### config.mk
export PLATFORM = sky130hd
export DESIGN_NAME = bus_src_mux_flat
export DESIGN_NICKNAME = d
export VERILOG_FILES = /design/src/rtl/bus_src_mux_if.sv /design/src/rtl/bus_src_mux.sv /design/src/flat_wrapper.sv
export SDC_FILE = /design/constraint.sdc
export NUM_CORES = 1
export LEC_CHECK = 0
export BUFFER_PORTS_ARGS = -buffer_cell sky130_fd_sc_hd__buf_2
export CORE_ASPECT_RATIO = 1.25
export CORE_MARGIN = 4
export CORE_UTILIZATION = 45
export CTS_BUF_LIST = sky130_fd_sc_hd__clkbuf_2
export CTS_CLUSTER_DIAMETER = 200
export CTS_CLUSTER_SIZE = 40
export DETAILED_ROUTE_END_ITERATION = 6
export PLACE_DENSITY = 0.77
export SETUP_SLACK_MARGIN = 0.1
export SLEW_MARGIN = 40
export SYNTH_ARGS = -nofsm -noshare
export SYNTH_HDL_FRONTEND = slang
export SYNTH_SLANG_ARGS = --single-unit
### constraint.sdc
create_clock -name clk -period 1.29 [get_ports clk]
set_input_delay 0.258 -clock clk [delete_from_list [all_inputs] [get_ports clk]]
set_output_delay 0.258 -clock clk [all_outputs]
set_load 0.01 [all_outputs]
### src/rtl/bus_src_mux_if.sv
// rtl/bus_src_mux_if.sv - source-select request and registered bus result signals
interface bus_src_mux_if #(
    parameter int WIDTH = 8,
    parameter int NSRC  = 4,
    parameter int SELW  = 3
);
    logic [NSRC*WIDTH-1:0] src_data;
    logic [SELW-1:0]       sel;
    logic                  srcoe;
    logic                  err_clr;
    logic [WIDTH-1:0]      bus_out;
    logic                  bus_drive;
    logic [SELW-1:0]       bus_owner;
    logic                  sel_err;

    modport master (
        output src_data, sel, srcoe, err_clr,
        input  bus_out, bus_drive, bus_owner, sel_err
    );

    modport slave (
        input  src_data, sel, srcoe, err_clr,
        output bus_out, bus_drive, bus_owner, sel_err
    );
endinterface

### src/rtl/bus_src_mux.sv
// rtl/bus_src_mux.sv - registered bus source multiplexer with optional turnaround cycle
module bus_src_mux #(
    parameter int WIDTH      = 8,
    parameter int NSRC       = 4,
    parameter int SELW       = 3,
    parameter int TURNAROUND = 1
) (
    input  logic          clk,
    input  logic          rst_n,
    bus_src_mux_if.slave  bus
);
    typedef enum logic [1:0] {IDLE, DRIVE, TURN} state_t;

    localparam logic [SELW-1:0] MAX_SEL = SELW'(NSRC);

    state_t            state, state_n;
    logic [WIDTH-1:0]  out_q, out_n;
    logic              drive_q, drive_n;
    logic [SELW-1:0]   owner_q, owner_n;
    logic [SELW-1:0]   pend_q, pend_n;
    logic              err_q, err_n;
    logic [WIDTH-1:0]  ch_sel, ch_pend;
    logic              sel_legal, sel_illegal;

    // Channels are matched by comparison so out-of-range codes never index src_data.
    always_comb begin
        ch_sel  = '0;
        ch_pend = '0;
        for (int k = 1; k <= NSRC; k++) begin
            if (bus.sel == SELW'(k))
                ch_sel = bus.src_data[k*WIDTH-1 -: WIDTH];
            if (pend_q == SELW'(k))
                ch_pend = bus.src_data[k*WIDTH-1 -: WIDTH];
        end
    end

    assign sel_legal   = bus.srcoe && (bus.sel != '0) && (bus.sel <= MAX_SEL);
    assign sel_illegal = bus.srcoe && (bus.sel > MAX_SEL);

    always_comb begin
        state_n = state;
        out_n   = out_q;
        drive_n = drive_q;
        owner_n = owner_q;
        pend_n  = pend_q;
        unique case (state)
            IDLE: begin
                out_n   = '0;
                drive_n = 1'b0;
                owner_n = '0;
                if (sel_legal) begin
                    state_n = DRIVE;
                    out_n   = ch_sel;
                    drive_n = 1'b1;
                    owner_n = bus.sel;
                end
            end
            DRIVE: begin
                if (bus.srcoe) begin
                    if (bus.sel == owner_q) begin
                        out_n = ch_sel;
                    end else if (!sel_legal) begin
                        state_n = IDLE;
                        out_n   = '0;
                        drive_n = 1'b0;
                        owner_n = '0;
                    end else if (TURNAROUND != 0) begin
                        state_n = TURN;
                        out_n   = '0;
                        drive_n = 1'b0;
                        owner_n = '0;
                        pend_n  = bus.sel;
                    end else begin
                        out_n   = ch_sel;
                        owner_n = bus.sel;
                    end
                end
            end
            TURN: begin
                state_n = DRIVE;
                out_n   = ch_pend;
                drive_n = 1'b1;
                owner_n = pend_q;
                pend_n  = '0;
            end
            default: begin
                state_n = IDLE;
                out_n   = '0;
                drive_n = 1'b0;
                owner_n = '0;
                pend_n  = '0;
            end
        endcase
    end

    // A set request in the same cycle as a clear leaves the flag set.
    assign err_n = sel_illegal ? 1'b1 : (bus.err_clr ? 1'b0 : err_q);

    always_ff @(posedge clk) begin
        if (!rst_n) begin
            state   <= IDLE;
            out_q   <= '0;
            drive_q <= 1'b0;
            owner_q <= '0;
            pend_q  <= '0;
            err_q   <= 1'b0;
        end else begin
            state   <= state_n;
            out_q   <= out_n;
            drive_q <= drive_n;
            owner_q <= owner_n;
            pend_q  <= pend_n;
            err_q   <= err_n;
        end
    end

    assign bus.bus_out   = out_q;
    assign bus.bus_drive = drive_q;
    assign bus.bus_owner = owner_q;
    assign bus.sel_err   = err_q;
endmodule

### src/flat_wrapper.sv
// flat-port wrapper written by rule: the top's interface ports become plain ports
module bus_src_mux_flat 
#(
    parameter int WIDTH      = 8,
    parameter int NSRC       = 4,
    parameter int SELW       = 3,
    parameter int TURNAROUND = 1
)
  (clk, rst_n, bus_src_data, bus_sel, bus_srcoe, bus_err_clr, bus_bus_out, bus_bus_drive, bus_bus_owner, bus_sel_err);
  bus_src_mux_if #(.WIDTH(WIDTH), .NSRC(NSRC), .SELW(SELW)) bus_i ();
  input  logic clk;
  input  logic rst_n;
  input wire logic [$bits(bus_i.src_data)-1:0] bus_src_data;
  input wire logic [$bits(bus_i.sel)-1:0] bus_sel;
  input wire logic [$bits(bus_i.srcoe)-1:0] bus_srcoe;
  input wire logic [$bits(bus_i.err_clr)-1:0] bus_err_clr;
  output wire logic [$bits(bus_i.bus_out)-1:0] bus_bus_out;
  output wire logic [$bits(bus_i.bus_drive)-1:0] bus_bus_drive;
  output wire logic [$bits(bus_i.bus_owner)-1:0] bus_bus_owner;
  output wire logic [$bits(bus_i.sel_err)-1:0] bus_sel_err;
  assign bus_i.src_data = bus_src_data;
  assign bus_i.sel = bus_sel;
  assign bus_i.srcoe = bus_srcoe;
  assign bus_i.err_clr = bus_err_clr;
  assign bus_bus_out = bus_i.bus_out;
  assign bus_bus_drive = bus_i.bus_drive;
  assign bus_bus_owner = bus_i.bus_owner;
  assign bus_sel_err = bus_i.sel_err;
  bus_src_mux #(.WIDTH(WIDTH), .NSRC(NSRC), .SELW(SELW), .TURNAROUND(TURNAROUND)) u_core (.clk(clk), .rst_n(rst_n), .bus(bus_i));
endmodule
### Word level (Yosys, flattened, before mapping)

Index checks and enable logic that the tools add are counted.

* output and inout bits: 13
* RAM bits: 0
* bits in latches: 0
* flip-flop bits (word level): 18
* memories kept: 0
* word-level logic and storage cells: 64
* memory bits (read-only): 0

* add/subtract/negate cells: 0
* multiply operators: 0
* shifts and indexed selects: 0
* multiplexer cells: 31
* divide/modulo/power cells: 0
* magnitude comparators: 2
* bitwise operators: 1
* equal/unequal tests: 15
* reductions and logical operators: 9

Operators by type and width (number)
* 8-bit two-way mux: 11
* 8-bit one-hot mux with 3 select lines: 1
* 3-bit two-way mux: 6
* 3-bit by 2-bit == test with 1-bit output (second input constant): 4
* 3-bit one-hot mux with 3 select lines: 1
* 2-bit two-way mux: 4
* 3-bit by 1-bit == test with 1-bit output (second input constant): 2
* 3-bit == test (second input constant): 2
* 2-bit one-hot mux with 3 select lines: 1
* 3-bit one-hot mux with 2 select lines: 1
* 1-bit two-way mux: 5
* 2-bit by 1-bit inequality test with 1-bit output (second input constant): 2
* 2-bit inequality test (second input constant): 2
* 4-bit AND reduction: 1
* 3-bit == test: 1
* 3-bit > comparator (second input constant): 1
* 3-bit less-or-equal comparator (second input constant): 1
* 1-bit logical AND: 3
* 1-bit one-hot mux with 3 select lines: 1
* 3-bit AND reduction: 1
* 3-bit nonzero test: 1
* 2-bit by 1-bit == test with 1-bit output (second input constant): 1
* 2-bit == test (second input constant): 1
* 2-bit logical NOT: 1
* other kinds (3): 3

### Longest topological paths before layout

Gate-level depths: netlist of run 1.

* depth after elaboration: 8
* gate-level depth with buffers: 6
* depth with buffers taken out: 4

### Least setup slack after synthesis of run 1

No wires, ideal clock.

* path kind: reg2reg
* start point: register u_core.owner_q[1], in the netlist u_core.bus.bus_owner[1]
* end point: register u_core.pend_q[1]
* cell stages (with the launch flop): 5
* required time: 1.172 ns
* buffers on the path: 0
* path slack: -0.061 ns
* data arrival time: 1.233 ns
* library setup time: 0.118 ns
* cell sequence: dfxtp_1 > xor2_2 > or3_4 > and3_4 > mux2i_1

* cells in the longest elaborated chain, start to end: 3

RTL lines
* from (decl): RTL line bus_src_mux.sv:19 `logic [SELW-1:0] owner_q, owner_n;`
* from (signal assigned): RTL line bus_src_mux.sv:111 `owner_q <= owner_n;`
* 3-bit == test: RTL line bus_src_mux.sv:60 `if (bus.sel == owner_q) begin`
* 2-bit inequality test (no line)
* 4-bit AND reduction (no line)
* to (signal assigned): RTL line bus_src_mux.sv:112 `pend_q <= pend_n;`
* to (decl): RTL line bus_src_mux.sv:20 `logic [SELW-1:0] pend_q, pend_n;`

Every way passes these cells.
A chain may end at the register's enable or synchronous reset.

### Worst setup path after layout of run 1

* start point: register u_core.pend_q[1]
* end point: register u_core.out_q[2], in the netlist u_core.bus.bus_out[2]

* cells in the longest elaborated chain, start to end: 6
* elaborated cells between the ends (all ways): 9

RTL lines
* 3-bit by 1-bit == test with 1-bit output: RTL line bus_src_mux.sv:32 `if (pend_q == SELW'(k))`
* 8-bit two-way mux (3 in a row): RTL line bus_src_mux.sv:32
* 8-bit two-way mux *: RTL line bus_src_mux.sv:32
* 8-bit one-hot mux with 3 select lines *: RTL line bus_src_mux.sv:46 `unique case (state)`
* to (signal assigned): RTL line bus_src_mux.sv:109 `out_q <= out_n;`
* to (decl): RTL line bus_src_mux.sv:17 `logic [WIDTH-1:0] out_q, out_n;`

Every way passes the cells marked *; elsewhere a longest branch is shown, timed or not.

==> key figures, run 1 <==
Outcome
  – Outcome: complete, but fails checks
  – Failing checks: setup timing

Drt
  – First drt pass iteration count: 4
  – DRT antenna net count: 0
  – Via count: ~1700
  – Initial drt markers: 42
  – Final wirelength: between 5000 and 6000 microns
  – Drt wl/cell: 18.55 microns
  – Drt drc: 0
  – Mean number of vias per cell: a little over 6

STA
  – Final period util: 110.4%
  – RSZ-0062 raised after global routing: true
  – Clock Skews: approximately 0.0057 ns
  – Final Setup Violations: 16
  – Max-slew violations: 0
  – Post-route minimum period: around 1.4 ns
  – Fmax: 702.3 MHz
  – Worst setup margin: -0.1339 ns
  – Final hold viol count: 0
  – Slew HR: about three quarters
  – Worst Tran Pin Value: between 0.3 and 0.4 ns

Critical path
  – Crit path largest cell delay: around 0.4 ns
  – Critical Path Start Type: flip-flop
  – Crit end category: flip-flop
  – R2r worst-path depth: 5
  – Data required, critical path: approximately 1.5 ns
  – CP Max Fanout: 7
  – Crit path kind: flip-flop to flip-flop
  – CP arrival: between 1.5 and 2 ns
  – Crit-path cells: buf_6 -> buf_12 -> mux2_2 -> a22oi_1 -> o221ai_2
  – Critical path's slowest cell: dfxtp_2

Worst hold path
  – Hold path depth: 3
  – Hold Crit Class: primary input to flip-flop

Synth
  – Avg Synthesized Cell Area: about 9 sq um
  – Seq/Total Area, Yosys: 26.79%
  – Yosys cell types: 47
  – Synth Net Count: approximately 190
  – Number of synthesized register bits: 18
  – Synth Flop Type: dfxtp_1
  – Mapped Cells: 150
  – Syn. warnings: 0
  – Ys async rst share: 0%
  – Post-synth EDFFs: 0
  – Synthesized cell area: 1345 sq um

Global route
  – Initial antenna violation count: 0
  – First-pass GRT wire length: 8121 microns
  – Pin count of the biggest net entering global routing: 11
  – Global route total overflow: 0
  – Number of global-route vias before repair: about 1800
  – GRT Resource Usage Total: between 20% and 30%

Clock network
  – Clk buf depth: 2
  – CTS tree: built
  – Clock Pin Slew Worst Setup and Hold Paths: 0.19 ns
  – Cts hold-fix bufs: 0
  – Clock Tree Root: clkbuf_2
  – Clock Latency Late Sink: about 0.31 ns
  – CTS buffer count: 3
  – CTS sink cnt: 18
  – CTS H-tree lvls: 1

Place
  – Setup WS pre-CTS: -0.2268 ns
  – Hpwl dp: 3760 microns
  – Post-placement cell count: between 200 and 300
  – Placed Instance Area: 1908 sq um
  – Placer Congestion: slightly below 0.9
  – IO buf count: 51

Finish
  – Final Cell Area: about 2200 sq um
  – Area added between synthesis and finish: 61.49%
  – Antenna diodes: 0
  – Layout cells sized above 1: between 50% and 60%
  – NumNets Final: 280
  – Non-Filler Instances: 274

Pwr
  – Pwr dens: 600.7 nW/um^2
  – Maximum vdd drop: approximately 0.52 mV
  – Static leakage: ~0.93 nW
  – Design Power: 1.305 mW

Floorplan
  – Core Footprint: 2785 sq um
  – Starting density of the core: around half
  – Standard-cell row count: 21
  – Die width: around 57 microns
  – Die area: a little under 4000 sq um
  – Die Span Y: between 60 and 70 microns
  – Top-level port count: 52

Job
  – Max-cap viol count: 0
## area by class of cell
type	instances	area, sq um
Clock buffer	3	15.01
Clock inverter	1	3.754
Fill cell	207	613.1
Inverter	4	15.01
Multi-Input combinational cell	116	1067
Sequential cell	18	374.1
Tap cell	34	42.54
Timing Repair Buffer	98	654.4
## worst max-delay path, delay by kind of cell, from the launching register on
kind                   cells  cell delay [ns]
DFF                        1             0.40
muxes                      1             0.34
AOI/OAI and AO/OA          2             0.33
buffers and inverters      2             0.26
## worst paths after layout
kind,startpoint,to,slack [ns]
worst max-delay path,u_core.pend_q[1]$_SDFFE_PN0P_,u_core.bus.bus_out[2]$_SDFFE_PN0N_,-0.13
worst max register to register,u_core.pend_q[1]$_SDFFE_PN0P_,u_core.bus.bus_out[2]$_SDFFE_PN0N_,-0.13
worst min register to register,u_core.bus.bus_drive$_SDFFE_PN0P_,u_core.bus.bus_drive$_SDFFE_PN0P_,0.47
worst min-delay path,bus_src_data[30],u_core.bus.bus_out[6]$_SDFFE_PN0N_,0.18
## per-stage QoR
stage | setup TNS, ns | hold slack, ns | util (%)
floorplan | -0.06469 | 0.3797 | -
global placement | -2.002 | 0.4405 | 68.51
detailed placement | -2.619 | 0.4636 | 68.51
CTS | -1.192 | 0.1791 | 73.72
global route | -2.398 | 0.1625 | 77.99
finish | -1.545 | 0.1842 | 77.99
## repair_timing
item | in CTS | in global routing
resized for setup | 20 | 15
buffers inserted | 3 | 4
setup endpoints to repair | 18 | 19
pin swaps | 6 | 2
## cells in the final DEF (no fill, tap or decap), drive strengths merged, types with 2 or more instances in the layout
cell,n
nand2b,4
mux2,9
o21ai,3
o2bb2ai,3
and3,2
nand2,11
mux2i,9
nor4b,2
o32ai,2
nor2,4
o221ai,7
inv,4
xor2,3
a22oi,18
o22a,6
dfxtp,18
nor2b,6
nor3b,3
buf,98
a32oi,3
nor3,3
clkbuf,3
a21oi,2
## where the power goes
group | leakage (nW) | internal [mW] | switching [mW]
Sequential | 0.149 | 0.571 | 0.0169
Combinational | 0.771 | 0.234 | 0.223
Clock | 0.0140 | 0.0674 | 0.193
Total | 0.935 | 0.872 | 0.433
## cells in the mapped netlist, drive strengths merged (2+ instances only)
master    n  area, sq um
nand2b    4        25.02
xor2      3        33.79
o32ai     2        17.52
a21oi     2        13.76
o22a      6        52.55
o221ai    7        61.31
clkbuf    4        16.26
nor2b     6        37.54
nand2    11        41.29
o21ai     3        15.01
inv       4        15.01
and3      2        17.52
mux2i     9        90.09
mux2      9        101.4
dfxtp    18        360.4
buf       8        46.29
nor3b     3        27.52
nor3      3        15.01
a32oi     3        26.28
nor4b     2        23.77
nor2      4        15.01
o2bb2ai   3        26.28
a22oi    18        135.1
## routing by layer
layer / global-route usage [%] / wire [microns] / vias to the layer above
li1: - / - / 770
met1: 28.65 / 1878 / 795
met2: 45.36 / 2714 / 87
met3: 3.918 / 361 / 17
met4: 11.08 / 129 / 0
met5: 0 / 0 / -
## state kept, by name (all words and copies together) (netlist names)
register / count
u_core.state: 2
u_core.bus.bus_owner: 3
u_core.bus.bus_out: 8
u_core.bus.bus_drive: 1
u_core.bus.sel_err: 1
u_core.pend_q: 3
## kinds of logic after synthesis
family,synth area share [%]
compound gates,32.19
simple gates,18.51
xor+xnor,2.512
mux,14.23
buf+inv,5.766
flops,26.79
(Power assumes the default switching activity.)
==> run 2, diff against run 1 <==
Settings changed: CTS_CLUSTER_SIZE 40 to 12, PLACE_DENSITY 0.77 to 0.75.
Clock period 1.29 ns to 1.55 ns, I/O delays scaled along.
==> run 2 against run 1 <==
  * The run now ends clean
  * Worst hold slack improved by 0.070 ns
  * Via count decreased by 10%
  * Total power decreased by 23%
  * Non-clock buffer count shrank 26
  * First-iteration DRC count up 150%
  * Critical endpoint is now u_core.bus.bus_out[3]$_SDFFE_PN0N_
==> key figures, run 2 (synthesized netlist as in run 1, its figures left out) <==
Floorplan
  – Top-level port count: 52
  – Die width: between 50 and 60 microns
  – Die area: approximately 3900 sq um
  – Starting density of the core: around half
  – Core Footprint: about 2800 sq um
  – Die Span Y: between 60 and 70 microns
  – Standard-cell row count: 21

STA
  – Clock Skews: 0.01024 ns
  – Max-slew violations: 0
  – Final period util: roughly nine tenths
  – Slew HR: between 60% and 70%
  – Post-route minimum period: 1.416 ns
  – Fmax: 706.0 MHz
  – Worst Tran Pin Value: roughly 0.59 ns
  – RSZ-0062 raised after global routing: true
  – Final Setup Violations: 0
  – Final hold viol count: 0
  – Worst setup margin: between 0.1 and 0.15 ns

Worst hold path
  – Hold path depth: 2
  – Hold_sp: rst_n
  – Hold Path End: u_core.bus.sel_err$_SDFFE_PN0P_
  – Hold Crit Class: primary input to flip-flop

Critical path
  – Flop-to-flop setup slack: ~0.13 ns
  – CP top delay family: flip-flops
  – Data required, critical path: 1.78 ns
  – Crit end category: flip-flop
  – Crit-path cells: xor2_2 -> nor4b_4 -> o211ai_2 -> buf_6 -> o221ai_1
  – Critical Path Start Type: flip-flop
  – Reg-to-Reg End: u_core.bus.bus_out[3]$_SDFFE_PN0N_
  – R2r worst-path depth: 5
  – CP Max Fanout: 7
  – Reg2reg start: u_core.bus.bus_owner[1]$_SDFFE_PN0P_
  – CP arrival: 1.65 ns
  – Critical path buffer and inverter count: 1
  – Critical path's slowest cell: dfxtp_2
  – Crit path kind: flip-flop to flip-flop
  – Crit path largest cell delay: ~0.37 ns

Finish
  – Antenna diodes: 0
  – Multi-input logic area: roughly 960 sq um
  – Storage cell area: around 370 sq um
  – Area added between synthesis and finish: 35.07%
  – Commonest non-fill, non-tap cells in the layout: buf_2, buf_4, a22oi_1, dfxtp_1, nand2_1
  – Commonest non-fill, non-tap cell in the layout: buf_2
  – Fillers: around 270
  – Layout cells sized above 1: between 40% and 50%
  – NumNets Final: between 200 and 300
  – Largest register FFs: 8
  – Final Cell Area: around 1800 sq um

Clock network
  – CTS H-tree lvls: 1
  – Clock Latency Late Sink: about 0.30 ns
  – CTS buffer count: 3
  – CTS tree: built
  – CTS sink cnt: 18
  – Clock Pin Slew Worst Setup and Hold Paths: roughly 0.19 ns
  – Clk buf depth: 2
  – Clock Tree Root: clkbuf_2

Global route
  – Number of global-route vias before repair: ~1500
  – Pin count of the biggest net entering global routing: 12
  – First-pass GRT wire length: approximately 7000 microns
  – Global route total overflow: 0
  – Initial antenna violation count: 0
  – GRT Resource Usage Total: 21.24%

Drt
  – Drt wl/cell: around 17 microns
  – Drt drc: 0
  – Final wirelength: 4309 microns
  – Mean number of vias per cell: roughly 6.0
  – Via count: 1500
  – Initial drt markers: roughly 100
  – DRT antenna net count: 0
  – First drt pass iteration count: 4

Pwr
  – Pwr dens: about 550 nW/um^2
  – Static leakage: around 0.77 nW
  – Maximum vdd drop: roughly 0.35 mV

Place
  – IO buf count: a little over 50
  – Setup WS pre-CTS: -0.09931 ns
  – Placed Instance Area: 1730 sq um
  – Placer Congestion: about 0.87
  – Hpwl dp: between 3000 and 4000 microns

Outcome
  – Outcome: finished, final reports clean

Job
  – Max-cap viol count: 0
-- run 2: area by class of cell --
| type | count | area share (%) |
|---|---|---|
| Clock buffer | 3 | 0.8264 |
| Clock inverter | 1 | 0.2066 |
| Inverter | 4 | 0.8264 |
| Multi-Input combinational cell | 116 | 52.69 |
| Sequential cell | 18 | 20.18 |
| Tap cell | 34 | 2.342 |
| Timing Repair Buffer | 72 | 22.93 |
-- run 2: where the power goes --
group	switching (mW)	internal [mW]
clock	0.150	0.0562
sequential	0.0125	0.477
combinational	0.154	0.149
-- run 2: how the worst max path moves through the flow --
stage                                              end  depth (start not counted)                            startpoint
floorplan           u_core.bus.bus_out[7]$_SDFFE_PN0N_                          6                            bus_sel[0]
global placement    u_core.bus.bus_out[3]$_SDFFE_PN0N_                          6                            bus_sel[1]
detailed placement  u_core.bus.bus_out[2]$_SDFFE_PN0N_                          6                            bus_sel[2]
CTS                 u_core.bus.bus_out[3]$_SDFFE_PN0N_                          5  u_core.bus.bus_owner[0]$_SDFFE_PN0P_
global route        u_core.bus.bus_out[3]$_SDFFE_PN0N_                          5  u_core.bus.bus_owner[1]$_SDFFE_PN0P_
finish              u_core.bus.bus_out[3]$_SDFFE_PN0N_                          5  u_core.bus.bus_owner[1]$_SDFFE_PN0P_
-- run 2: per-layer routing --
layer | global-route usage (%) | share of wire (%) | vias to the layer above | wire length [microns]
li1 | - | - | 721 | -
met1 | 26.05 | 41 | 717 | 1747
met2 | 37.87 | 52 | 54 | 2242
met3 | 2.239 | 5.9 | 8 | 256
met4 | 6.701 | 1.5 | 0 | 63
met5 | 0 | 0 | - | 0
-- run 2: metrics by stage --
| stage | util [%] | instances | power (mW) | TNS, ns | hold WS, ns |
|---|---|---|---|---|---|
| finish | 65.23 | 248 | 0.9985 | 0 | 0.2544 |
| detailed placement | 62.13 | 243 | 0.7848 | -0.5869 | 0.4499 |
| global route | 65.23 | 248 | 1.052 | 0 | 0.2279 |
| global placement | 62.13 | 243 | 0.7759 | -0.08069 | 0.4378 |
| CTS | 63.43 | 248 | 0.9924 | 0 | 0.2451 |
| floorplan | - | 150 | 0.6584 | 0 | 0.4317 |
-- run 2: repair_timing --
item                                   4_1_cts  5_1_grt
gates resized for setup                      2       11
buffers inserted                             1        0
pin swaps                                    1        4
setup endpoints to repair                    7       13
endpoints found under the hold margin        0        0
hold buffers                                 0        0
==> run 3, diff against run 2 <==
Settings changed: PLACE_DENSITY 0.75 to 0.82.
==> run 3 against run 2 <==
  * Maximum frequency is 0.40% higher
  * Cell area is 3.0% higher
  * Critical path depth unchanged
  * Via count is 0.40% higher
  * Global-route usage grew 0.21 points
  * Non-clock buffer count is 2 lower
  * Clock skew shrank 0.0078 ns
  * Sequential cell count unchanged
  * Die area unchanged
  * Critical endpoint unchanged
  * Largest cell class unchanged
  * Highest routed layer unchanged
==> key figures, run 3 (synthesized netlist as in run 1, its figures left out) <==
Outcome
  – Outcome: finished, final reports clean

Floorplan
  – Core Footprint: ~2800 sq um
  – Top-level port count: 52
  – Starting density of the core: 48.29%
  – Die area: between 3000 and 4000 sq um
  – Die Span Y: between 60 and 70 microns
  – Standard-cell row count: 21
  – Die width: 56.90 microns

Place
  – IO buf count: 51
  – Post-placement cell count: 241
  – Placer Congestion: just under 0.9
  – Hpwl dp: about 3200 microns

Clock network
  – CTS tree: built
  – Clock Pin Slew Worst Setup and Hold Paths: about 0.18 ns
  – Clk buf depth: 2
  – Cts hold-fix bufs: 0
  – CTS buffer count: 3
  – Clock Latency Late Sink: 0.30 ns
  – CTS sink cnt: 18
  – Clock Tree Root: clkbuf_2
  – CTS H-tree lvls: 1

Critical path
  – R2r worst-path depth: 5
  – CP arrival: about 1.6 ns
  – CP Depth: 5
  – Crit end category: flip-flop
  – CP top delay family: compound AO/OA/AOI/OAI gates
  – Data required, critical path: 1.75 ns
  – Critical path's slowest cell: dfxtp_2
  – Critical Path Start Type: flip-flop
  – Crit path largest cell delay: around 0.36 ns
  – Critical path buffer and inverter count: 1
  – Crit-path cells: buf_4 -> nor2b_2 -> a32o_1 -> a31oi_1 -> o221ai_2
  – Crit path kind: flip-flop to flip-flop
  – CP Max Fanout: 11

Drt
  – Drt wl/cell: 17.37 microns
  – Mean number of vias per cell: a little over 6
  – Initial drt markers: 95
  – First drt pass iteration count: 6
  – Drt drc: 0
  – DRT antenna net count: 0
  – Final wirelength: about 4300 microns
  – Via count: roughly 1500

STA
  – Fmax: between 700 and 800 MHz
  – Total negative slack: 0 ns
  – Hold Worst Slack: 0.2437 ns
  – Worst Tran Pin Value: approximately 0.51 ns
  – Max-slew violations: 0
  – Final hold viol count: 0
  – Clock Skews: between 0.002 and 0.0025 ns
  – Final Setup Violations: 0
  – Slew HR: between 60 and 70%
  – RSZ-0062 raised after global routing: true
  – Post-route minimum period: between 1 and 1.5 ns
  – Final period util: approximately nine tenths

Worst hold path
  – Hold Crit Class: primary input to flip-flop
  – Hold path depth: 3

Finish
  – Layout cells sized above 1: 53.08%
  – Antenna diodes: 0
  – Area added between synthesis and finish: 39.07%
  – Commonest non-fill, non-tap cell in the layout: buf_2
  – Commonest non-fill, non-tap cells in the layout: buf_2, buf_4, a22oi_1, dfxtp_1, nand2_1
  – Largest register FFs: 8
  – Non-Filler Instances: about 250
  – NumNets Final: about 250

Global route
  – GRT Resource Usage Total: 21.46%
  – First-pass GRT wire length: approximately 7000 microns
  – Number of global-route vias before repair: roughly 1500
  – Global route total overflow: 0
  – Initial antenna violation count: 0
  – Pin count of the biggest net entering global routing: 14

Pwr
  – Static leakage: about 0.77 nW
  – Pwr dens: between 500 and 600 nW/um^2
  – Maximum vdd drop: ~0.57 mV
  – Design Power: about 1 mW

Job
  – Max-cap viol count: 0
run 3: changes by cell type in the layout (fill, tap and decap cells not counted), moves of 2 or more:
cell | before | now
dfxtp_2 | 2 | 5
o221ai_1 | 7 | 1
dfxtp_1 | 15 | 12
o221ai_2 | 0 | 5
a22oi_1 | 18 | 16
a22oi_2 | 0 | 2
buf_4 | 20 | 18
run 3: final timing paths:
check                                     from                                 end  slack, ns
max reg2reg      u_core.pend_q[1]$_SDFFE_PN0P_  u_core.bus.bus_out[3]$_SDFFE_PN0N_       0.14
max              u_core.pend_q[1]$_SDFFE_PN0P_  u_core.bus.bus_out[3]$_SDFFE_PN0N_       0.14
min                           bus_src_data[30]  u_core.bus.bus_out[6]$_SDFFE_PN0N_       0.24
min reg2reg  u_core.bus.bus_drive$_SDFFE_PN0P_   u_core.bus.bus_drive$_SDFFE_PN0P_       0.46
run 3: repair_timing:
action,CTS,global route
endpoints found under the setup margin,13,12
buffers inserted,1,0
resized for setup,8,20
pin swaps,3,5
endpoints found under the hold margin,0,0
run 3: final cells by class:
class / count / area, sq um
fillers: 247 / 914.6
inverters: 4 / 15.01
well taps: 34 / 42.54
repair buffers: 70 / 401.6
multi-input cells: 116 / 1026
flip-flops and latches: 18 / 370.4
clock buffers: 3 / 15.01
run 3: metal layers:
metal	up-vias	part of all wire, %	track usage (%)
li1	712	-	-
met1	722	41	26.21
met2	68	51	37.48
met3	4	7.1	3.358
met4	0	1.0	6.959
met5	-	0	0
run 3: through the flow:
step	worst slack, ns	area, sq um	util [%]
after global routing	0.07454	1871	67.16
after CTS	0.08966	1779	63.88
after detailed placement	-0.1433	1715	61.59
final	0.1392	1871	67.16
after floorplan	0.1469	1345	-
after global placement	-0.04734	1715	61.59
run 3: report_power, final:
group	internal (mW)	total, mW	switching, mW
Sequential	0.477	0.492	0.0142
Combinational	0.148	0.306	0.158
Clock	0.0528	0.200	0.148
run 3: worst register-to-register path, delay by kind of cell, from the launching register on:
family | cells | cell delay (ns)
compound gates | 3 | 0.57
flops | 1 | 0.36
buf+inv | 1 | 0.18
simple gates | 1 | 0.20
